`src/rtl/paint_pkg.sv`:
```
// Shared types and constants for the paint path (mouse decoder -> brush
// stamper -> frame-buffer write port).
//   state_t   : stamper FSM states
//   pixel_t   : packed screen coordinate {x, y}
//   PALETTE   : eight RGB332 colours selectable by the middle button
//   H_RES_DEFAULT / V_RES_DEFAULT : default screen size
package paint_pkg;

  typedef enum logic {
    IDLE,
    SCAN
  } state_t;

  typedef struct packed {
    logic [9:0] x;
    logic [9:0] y;
  } pixel_t;

  localparam logic [7:0] PALETTE [8] = '{
    8'h00, 8'hE0, 8'h1C, 8'h03, 8'hFC, 8'h1F, 8'hE3, 8'hFF
  };

  localparam int unsigned H_RES_DEFAULT = 640;
  localparam int unsigned V_RES_DEFAULT = 480;

endpackage

```
`src/rtl/brush_bounds.sv`:
```
// Combinational clipped bounding box of a square brush centred on (cx, cy).
// Ports:
//   cx, cy       : brush centre (assumed on-screen)
//   x_lo, x_hi   : clipped column range, inclusive
//   y_lo, y_hi   : clipped row range, inclusive
// Sums are formed at 11 bits so cx+R cannot wrap before the clamp.
module brush_bounds
  import paint_pkg::*;
#(
  parameter int unsigned BRUSH_RADIUS = 2,
  parameter int unsigned H_RES        = H_RES_DEFAULT,
  parameter int unsigned V_RES        = V_RES_DEFAULT
) (
  input  logic [9:0] cx,
  input  logic [9:0] cy,
  output logic [9:0] x_lo,
  output logic [9:0] x_hi,
  output logic [9:0] y_lo,
  output logic [9:0] y_hi
);

  localparam logic [10:0] R     = 11'(BRUSH_RADIUS);
  localparam logic [10:0] X_MAX = 11'(H_RES - 1);
  localparam logic [10:0] Y_MAX = 11'(V_RES - 1);

  logic [10:0] cx_w, cy_w, x_top, y_top;

  always_comb begin
    cx_w  = {1'b0, cx};
    cy_w  = {1'b0, cy};
    x_top = cx_w + R;
    y_top = cy_w + R;
    x_lo  = (cx_w < R) ? '0 : 10'(cx_w - R);
    y_lo  = (cy_w < R) ? '0 : 10'(cy_w - R);
    x_hi  = (x_top > X_MAX) ? 10'(X_MAX) : 10'(x_top);
    y_hi  = (y_top > Y_MAX) ? 10'(Y_MAX) : 10'(y_top);
  end

endmodule

```
`src/rtl/brush_stamper.sv`:
```
// Brush stamper: while a paint button is held, emits one frame-buffer pixel
// write per accepted valid/ready handshake, covering the brush footprint
// centred on the cursor and clipped to the screen.
// Ports:
//   CLOCK_50, RESET_N       : clock, asynchronous active-low reset
//   cursorX, cursorY        : cursor position from the mouse decoder
//   leftButton              : paint with current palette colour
//   middleButton            : rising edge advances the palette index
//   rightButton             : erase (palette entry 0), wins over left
//   wr_valid/wr_ready       : pixel write handshake
//   wr_x, wr_y, wr_color    : pixel write payload (RGB332)
//   color_idx               : current palette index
//   busy                    : stamp in progress
// Optional feature: define BRUSH_ROUND_EN for a round footprint
// (dx*dx + dy*dy <= R*R + R); skipped positions cost one cycle, wr_valid=0.
module brush_stamper
  import paint_pkg::*;
#(
  parameter int unsigned BRUSH_RADIUS = 2,
  parameter int unsigned H_RES        = H_RES_DEFAULT,
  parameter int unsigned V_RES        = V_RES_DEFAULT
) (
  input  logic       CLOCK_50,
  input  logic       RESET_N,
  input  logic [9:0] cursorX,
  input  logic [9:0] cursorY,
  input  logic       leftButton,
  input  logic       middleButton,
  input  logic       rightButton,
  output logic       wr_valid,
  input  logic       wr_ready,
  output logic [9:0] wr_x,
  output logic [9:0] wr_y,
  output logic [7:0] wr_color,
  output logic [2:0] color_idx,
  output logic       busy
);

  state_t     state_q, state_d;
  pixel_t     pos_q, pos_d;
  pixel_t     center_q, center_d;
  pixel_t     last_q, last_d;
  logic [9:0] x_lo_q, x_lo_d, x_hi_q, x_hi_d, y_lo_q, y_lo_d, y_hi_q, y_hi_d;
  logic [7:0] color_q, color_d;
  logic [2:0] color_idx_q, color_idx_d;
  logic       mid_prev_q, mid_prev_d;
  logic       paint_prev_q, paint_prev_d;
  logic       wr_valid_q, wr_valid_d;
  logic       busy_q, busy_d;

  logic [9:0] b_x_lo, b_x_hi, b_y_lo, b_y_hi;
  logic       paint, trigger, advance;

  brush_bounds #(
    .BRUSH_RADIUS(BRUSH_RADIUS),
    .H_RES       (H_RES),
    .V_RES       (V_RES)
  ) u_bounds (
    .cx  (cursorX),
    .cy  (cursorY),
    .x_lo(b_x_lo),
    .x_hi(b_x_hi),
    .y_lo(b_y_lo),
    .y_hi(b_y_hi)
  );

`ifdef BRUSH_ROUND_EN
  localparam logic [24:0] R_LIMIT = 25'(BRUSH_RADIUS * BRUSH_RADIUS + BRUSH_RADIUS);

  function automatic logic in_brush(input pixel_t p, input pixel_t c);
    logic signed [11:0] dx, dy;
    logic signed [23:0] sq_x, sq_y;
    dx   = $signed({2'b00, p.x}) - $signed({2'b00, c.x});
    dy   = $signed({2'b00, p.y}) - $signed({2'b00, c.y});
    sq_x = dx * dx;
    sq_y = dy * dy;
    return (25'($unsigned(sq_x)) + 25'($unsigned(sq_y))) <= R_LIMIT;
  endfunction
`endif

  always_comb begin
    paint   = leftButton | rightButton;
    trigger = paint && (!paint_prev_q || cursorX != last_q.x || cursorY != last_q.y);
    // A skipped (not emitted) position moves on without waiting for ready.
    advance = wr_ready || !wr_valid_q;

    state_d      = state_q;
    pos_d        = pos_q;
    center_d     = center_q;
    last_d       = last_q;
    x_lo_d       = x_lo_q;
    x_hi_d       = x_hi_q;
    y_lo_d       = y_lo_q;
    y_hi_d       = y_hi_q;
    color_d      = color_q;
    color_idx_d  = color_idx_q;
    mid_prev_d   = middleButton;
    paint_prev_d = paint;

    if (middleButton && !mid_prev_q) begin
      color_idx_d = color_idx_q + 3'd1;
    end

    case (state_q)
      IDLE: begin
        if (trigger) begin
          center_d = '{x: cursorX, y: cursorY};
          x_lo_d   = b_x_lo;
          x_hi_d   = b_x_hi;
          y_lo_d   = b_y_lo;
          y_hi_d   = b_y_hi;
          pos_d    = '{x: b_x_lo, y: b_y_lo};
          color_d  = rightButton ? PALETTE[0] : PALETTE[color_idx_q];
          state_d  = SCAN;
        end
      end
      SCAN: begin
        if (advance) begin
          if (pos_q.x == x_hi_q && pos_q.y == y_hi_q) begin
            last_d  = center_q;
            state_d = IDLE;
          end else if (pos_q.x < x_hi_q) begin
            pos_d.x = pos_q.x + 10'd1;
          end else begin
            pos_d.x = x_lo_q;
            pos_d.y = pos_q.y + 10'd1;
          end
        end
      end
      default: state_d = IDLE;
    endcase

    // Outputs are registered: qualify against the position being loaded.
    busy_d     = (state_d == SCAN);
    wr_valid_d = (state_d == SCAN);
`ifdef BRUSH_ROUND_EN
    if (!in_brush(pos_d, center_d)) begin
      wr_valid_d = 1'b0;
    end
`endif
  end

  always_ff @(posedge CLOCK_50 or negedge RESET_N) begin
    if (!RESET_N) begin
      state_q      <= IDLE;
      pos_q        <= '0;
      center_q     <= '0;
      last_q       <= '0;
      x_lo_q       <= '0;
      x_hi_q       <= '0;
      y_lo_q       <= '0;
      y_hi_q       <= '0;
      color_q      <= '0;
      color_idx_q  <= 3'd1;
      mid_prev_q   <= 1'b0;
      paint_prev_q <= 1'b0;
      wr_valid_q   <= 1'b0;
      busy_q       <= 1'b0;
    end else begin
      state_q      <= state_d;
      pos_q        <= pos_d;
      center_q     <= center_d;
      last_q       <= last_d;
      x_lo_q       <= x_lo_d;
      x_hi_q       <= x_hi_d;
      y_lo_q       <= y_lo_d;
      y_hi_q       <= y_hi_d;
      color_q      <= color_d;
      color_idx_q  <= color_idx_d;
      mid_prev_q   <= mid_prev_d;
      paint_prev_q <= paint_prev_d;
      wr_valid_q   <= wr_valid_d;
      busy_q       <= busy_d;
    end
  end

  assign wr_valid  = wr_valid_q;
  assign wr_x      = pos_q.x;
  assign wr_y      = pos_q.y;
  assign wr_color  = color_q;
  assign color_idx = color_idx_q;
  assign busy      = busy_q;

endmodule

```
`config.mk`:
```
export PLATFORM = sky130hd
export DESIGN_NAME = brush_stamper
export DESIGN_NICKNAME = d
export VERILOG_FILES = /design/src/rtl/paint_pkg.sv /design/src/rtl/brush_bounds.sv /design/src/rtl/brush_stamper.sv
export SDC_FILE = /design/constraint.sdc
export NUM_CORES = 1
export LEC_CHECK = 0
export CORE_UTILIZATION = 64
export CTS_BUF_LIST = sky130_fd_sc_hd__clkbuf_4 sky130_fd_sc_hd__clkbuf_8
export DETAILED_ROUTE_END_ITERATION = 6
export GPL_TIMING_DRIVEN = 0
export PLACE_DENSITY = 0.88
export SLEW_MARGIN = 10
export SYNTH_ARGS = -nofsm -noshare
export SYNTH_HDL_FRONTEND = slang
export SYNTH_HIERARCHICAL = 1
export SYNTH_SLANG_ARGS = --single-unit
```
`constraint.sdc`:
```
create_clock -name CLOCK_50 -period 6.5 [get_ports CLOCK_50]
set_input_delay 0.975 -clock CLOCK_50 [delete_from_list [all_inputs] [get_ports CLOCK_50]]
set_output_delay 0.975 -clock CLOCK_50 [all_outputs]
set_load 0.01 [all_outputs]
```
==> metrics.cfg <==
[floorplanning]
ioPinCount=59
num_rows=35
die_w_um=99.33
dieArea_um2=9865
initial_core_util=0.6592
die_y_um=99.33
core_area_um2=9196

[outcome]
status=finished, final reports clean

[grt]
grt_pass1_vias=4644
grt_usage=0.2955
grt_max_degree=59
grt_pass1_wl_um=22670
antenna_found_initial=0
grt-ovfl-total=0

[sta]
fmax_mhz=267.5
final-hold-violation-count=0
min_period_ns=3.738
setup_ws_ns=2.762
skew_ns=0.01274
timing.slew.headroom=0.5106
setup_violations=0
hold_ws_ns=0.5133
min_period_over_period=0.5750
rsz0062_at_grt=false
slew_violations=0
fin_tns_setup_ns=0
worst_slew_pin_slew_ns=0.7287

[clocking]
clock_path_buffers=2
holdBufCountCts=0
cts_buffers=9
cts.sinks=99
htree_num_levels=3
post_cts_buffers=0
cts-resized-gates=0
cts-root-buf=clkbuf_8
clk-insertion-delay-late_ns=0.37
cts_tree=done
clk_pin_slew_ns=0.10

[final_layout]
final_cells=786
antennaDiodeCount=0
final_common_cell=dfrtp_1
final_util=0.7601
final_cell_mix=98 x dfrtp_1, 69 x mux2_2, 57 x clkdlybuf4s50_1, 51 x nor2_1, 42 x xor2_1
drive_gt1_frac=0.2000
postLayoutCellArea_um2=6990
final_nets=720
syn_to_final_growth_pct=15.31

[yosys]
synth_area_per_cell_um2=10.10
synthCells=600
synth_top_cells_by_area=dfrtp_1 40%, mux2_2 13%, xor2_1 6.1%, ha_1 5.0%, xnor2_1 3.2%
yosysTopAreaCellShare=0.4045
yosysSeqAreaShare=0.4089
synthFlopType=dfrtp_1
synthArstFlopShare=1.000
synth_area_leader_cell=dfrtp_1
synth_edf_count=0
ys_warn_count=6
synth.net_count=650
synth_cell_type_count=60
syn_area_um2=6062
ys_ff_latch=99

[setup_path]
crit_path_end=wr_y[3]$_DFFE_PN0P_
r2r-start=last_q[9]$_DFFE_PN0P_
critPathLaunchType=primary input
arrival_ns=3.99
reg2reg_depth=7
timing.rr.end=wr_y[3]$_DFFE_PN0P_
crit_start=cursorY[9]
endpoint_kind=register
cp_max_fo=10
critPathKind=primary input to register
crit_required_ns=6.76
ff2ff_setup_slack_ns=3.64

[placed_design]
dp_cells=770
io_buffer_count=58
dp_hpwl_um=10180
placed_area_um2=6807
gp_congestion=0.9311
pre_cts_ws_ns=2.565

[min_path]
hp-class=register to register

[route]
drtIter0Drc=298
wl_um=13710
dr_total_vias=4741
drc_errors=0
ant_nets=0
drt_first_pass_iters=7
routedWlPerCell_um=17.44
viasPerCell=6.032

[power_and_ir_drop]
power_mw=1.897
p_leak_nw=3.107
p_per_area_nw_per_um2=271.4
peakVddDrop_mv=0.2296

[job]
cap_violations=0

cells in the mapped netlist (4+ instances only):
cell / number
a211oi_1: 5
nor2_1: 51
nand2_1: 38
ha_1: 24
nor2b_1: 5
dfrtp_1: 98
buf_4: 10
mux2_2: 69
nor4_1: 7
o211ai_1: 7
clkbuf_1: 10
o21ai_0: 21
a21boi_0: 7
buf_2: 15
xor2_1: 42
a21oi_1: 19
mux2i_1: 4
and3_1: 8
nand3_1: 20
nor3_1: 20
xnor2_1: 22
inv_1: 30
nand4_1: 8
a221oi_1: 4
worst max-delay path, cell delays in order:
cell and delay (ns):
clkdlybuf4s50_1 0.68, xor2_1 0.20, nor4_1 0.49, nand4_1 0.24
o21ai_2 0.44, nor2_1 0.23, clkbuf_1 0.31, a221oi_1 0.41
worst min-delay path by stage:
| stage | startpoint | endpoint | slack, ns | cells after the start |
|---|---|---|---|---|
| 2_1_floorplan | center_q[0]$_DFFE_PN0P_ | center_q[0]$_DFFE_PN0P_ | 0.47 | 1 |
| 3_3_place_gp | center_q[11]$_DFFE_PN0P_ | last_q[11]$_DFFE_PN0P_ | 0.48 | 1 |
| 3_5_place_dp | center_q[13]$_DFFE_PN0P_ | center_q[13]$_DFFE_PN0P_ | 0.49 | 1 |
| 4_1_cts | center_q[13]$_DFFE_PN0P_ | center_q[13]$_DFFE_PN0P_ | 0.51 | 1 |
| 5_1_grt | center_q[14]$_DFFE_PN0P_ | center_q[14]$_DFFE_PN0P_ | 0.52 | 1 |
| 6_report | center_q[12]$_DFFE_PN0P_ | center_q[12]$_DFFE_PN0P_ | 0.51 | 1 |
state kept, by name, summed over array words and instances, names as in the netlist, 10 cells and up:
signal and flops:
center_q 20, x_hi_q 10, wr_y 10, last_q 20
wr_x 10, x_lo_q 10, y_hi_q 10
cell type report:
type / instances / area, µm²
plain buffers: 39 / 226.5
clock buffers: 9 / 123.9
clock inverters: 7 / 60.06
fillers: 619 / 2206
inverters: 30 / 112.6
multi-input cells: 432 / 3244
flip-flops and latches: 99 / 2479
well taps: 111 / 138.9
repair buffers: 59 / 605.6
where the power goes:
part / switching (mW) / total (mW) / internal [mW]
clock: 0.228 / 0.372 / 0.144
sequential: 0.109 / 0.809 / 0.700
combinational: 0.365 / 0.716 / 0.351
total: 0.702 / 1.90 / 1.20
logic make-up (layout without fill, tap and decap cells):
logic type | count (synthesis) | count (layout) | synth area share
AO/OA/AOI/OAI | 89 | 89 | 0.1030
XOR/XNOR | 64 | 64 | 0.09247
adder cells (fa/ha/maj) | 24 | 24 | 0.04954
buffers and inverters | 69 | 144 | 0.05593
flip-flops | 99 | 99 | 0.4089
multiplexers | 74 | 74 | 0.1385
other | 1 | 1 | 0.0006186
AND/OR/NAND/NOR | 180 | 180 | 0.1511
per-layer routing:
layer | vias to the layer above | track usage | part of all wire
li1 | 2231 | - | -
met1 | 2265 | 0.3839 | 0.42
met2 | 206 | 0.4845 | 0.48
met3 | 39 | 0.04919 | 0.067
met4 | 0 | 0.1437 | 0.032
met5 | - | 0 | 0
Note: power is estimated with default switching activity, not from simulation.
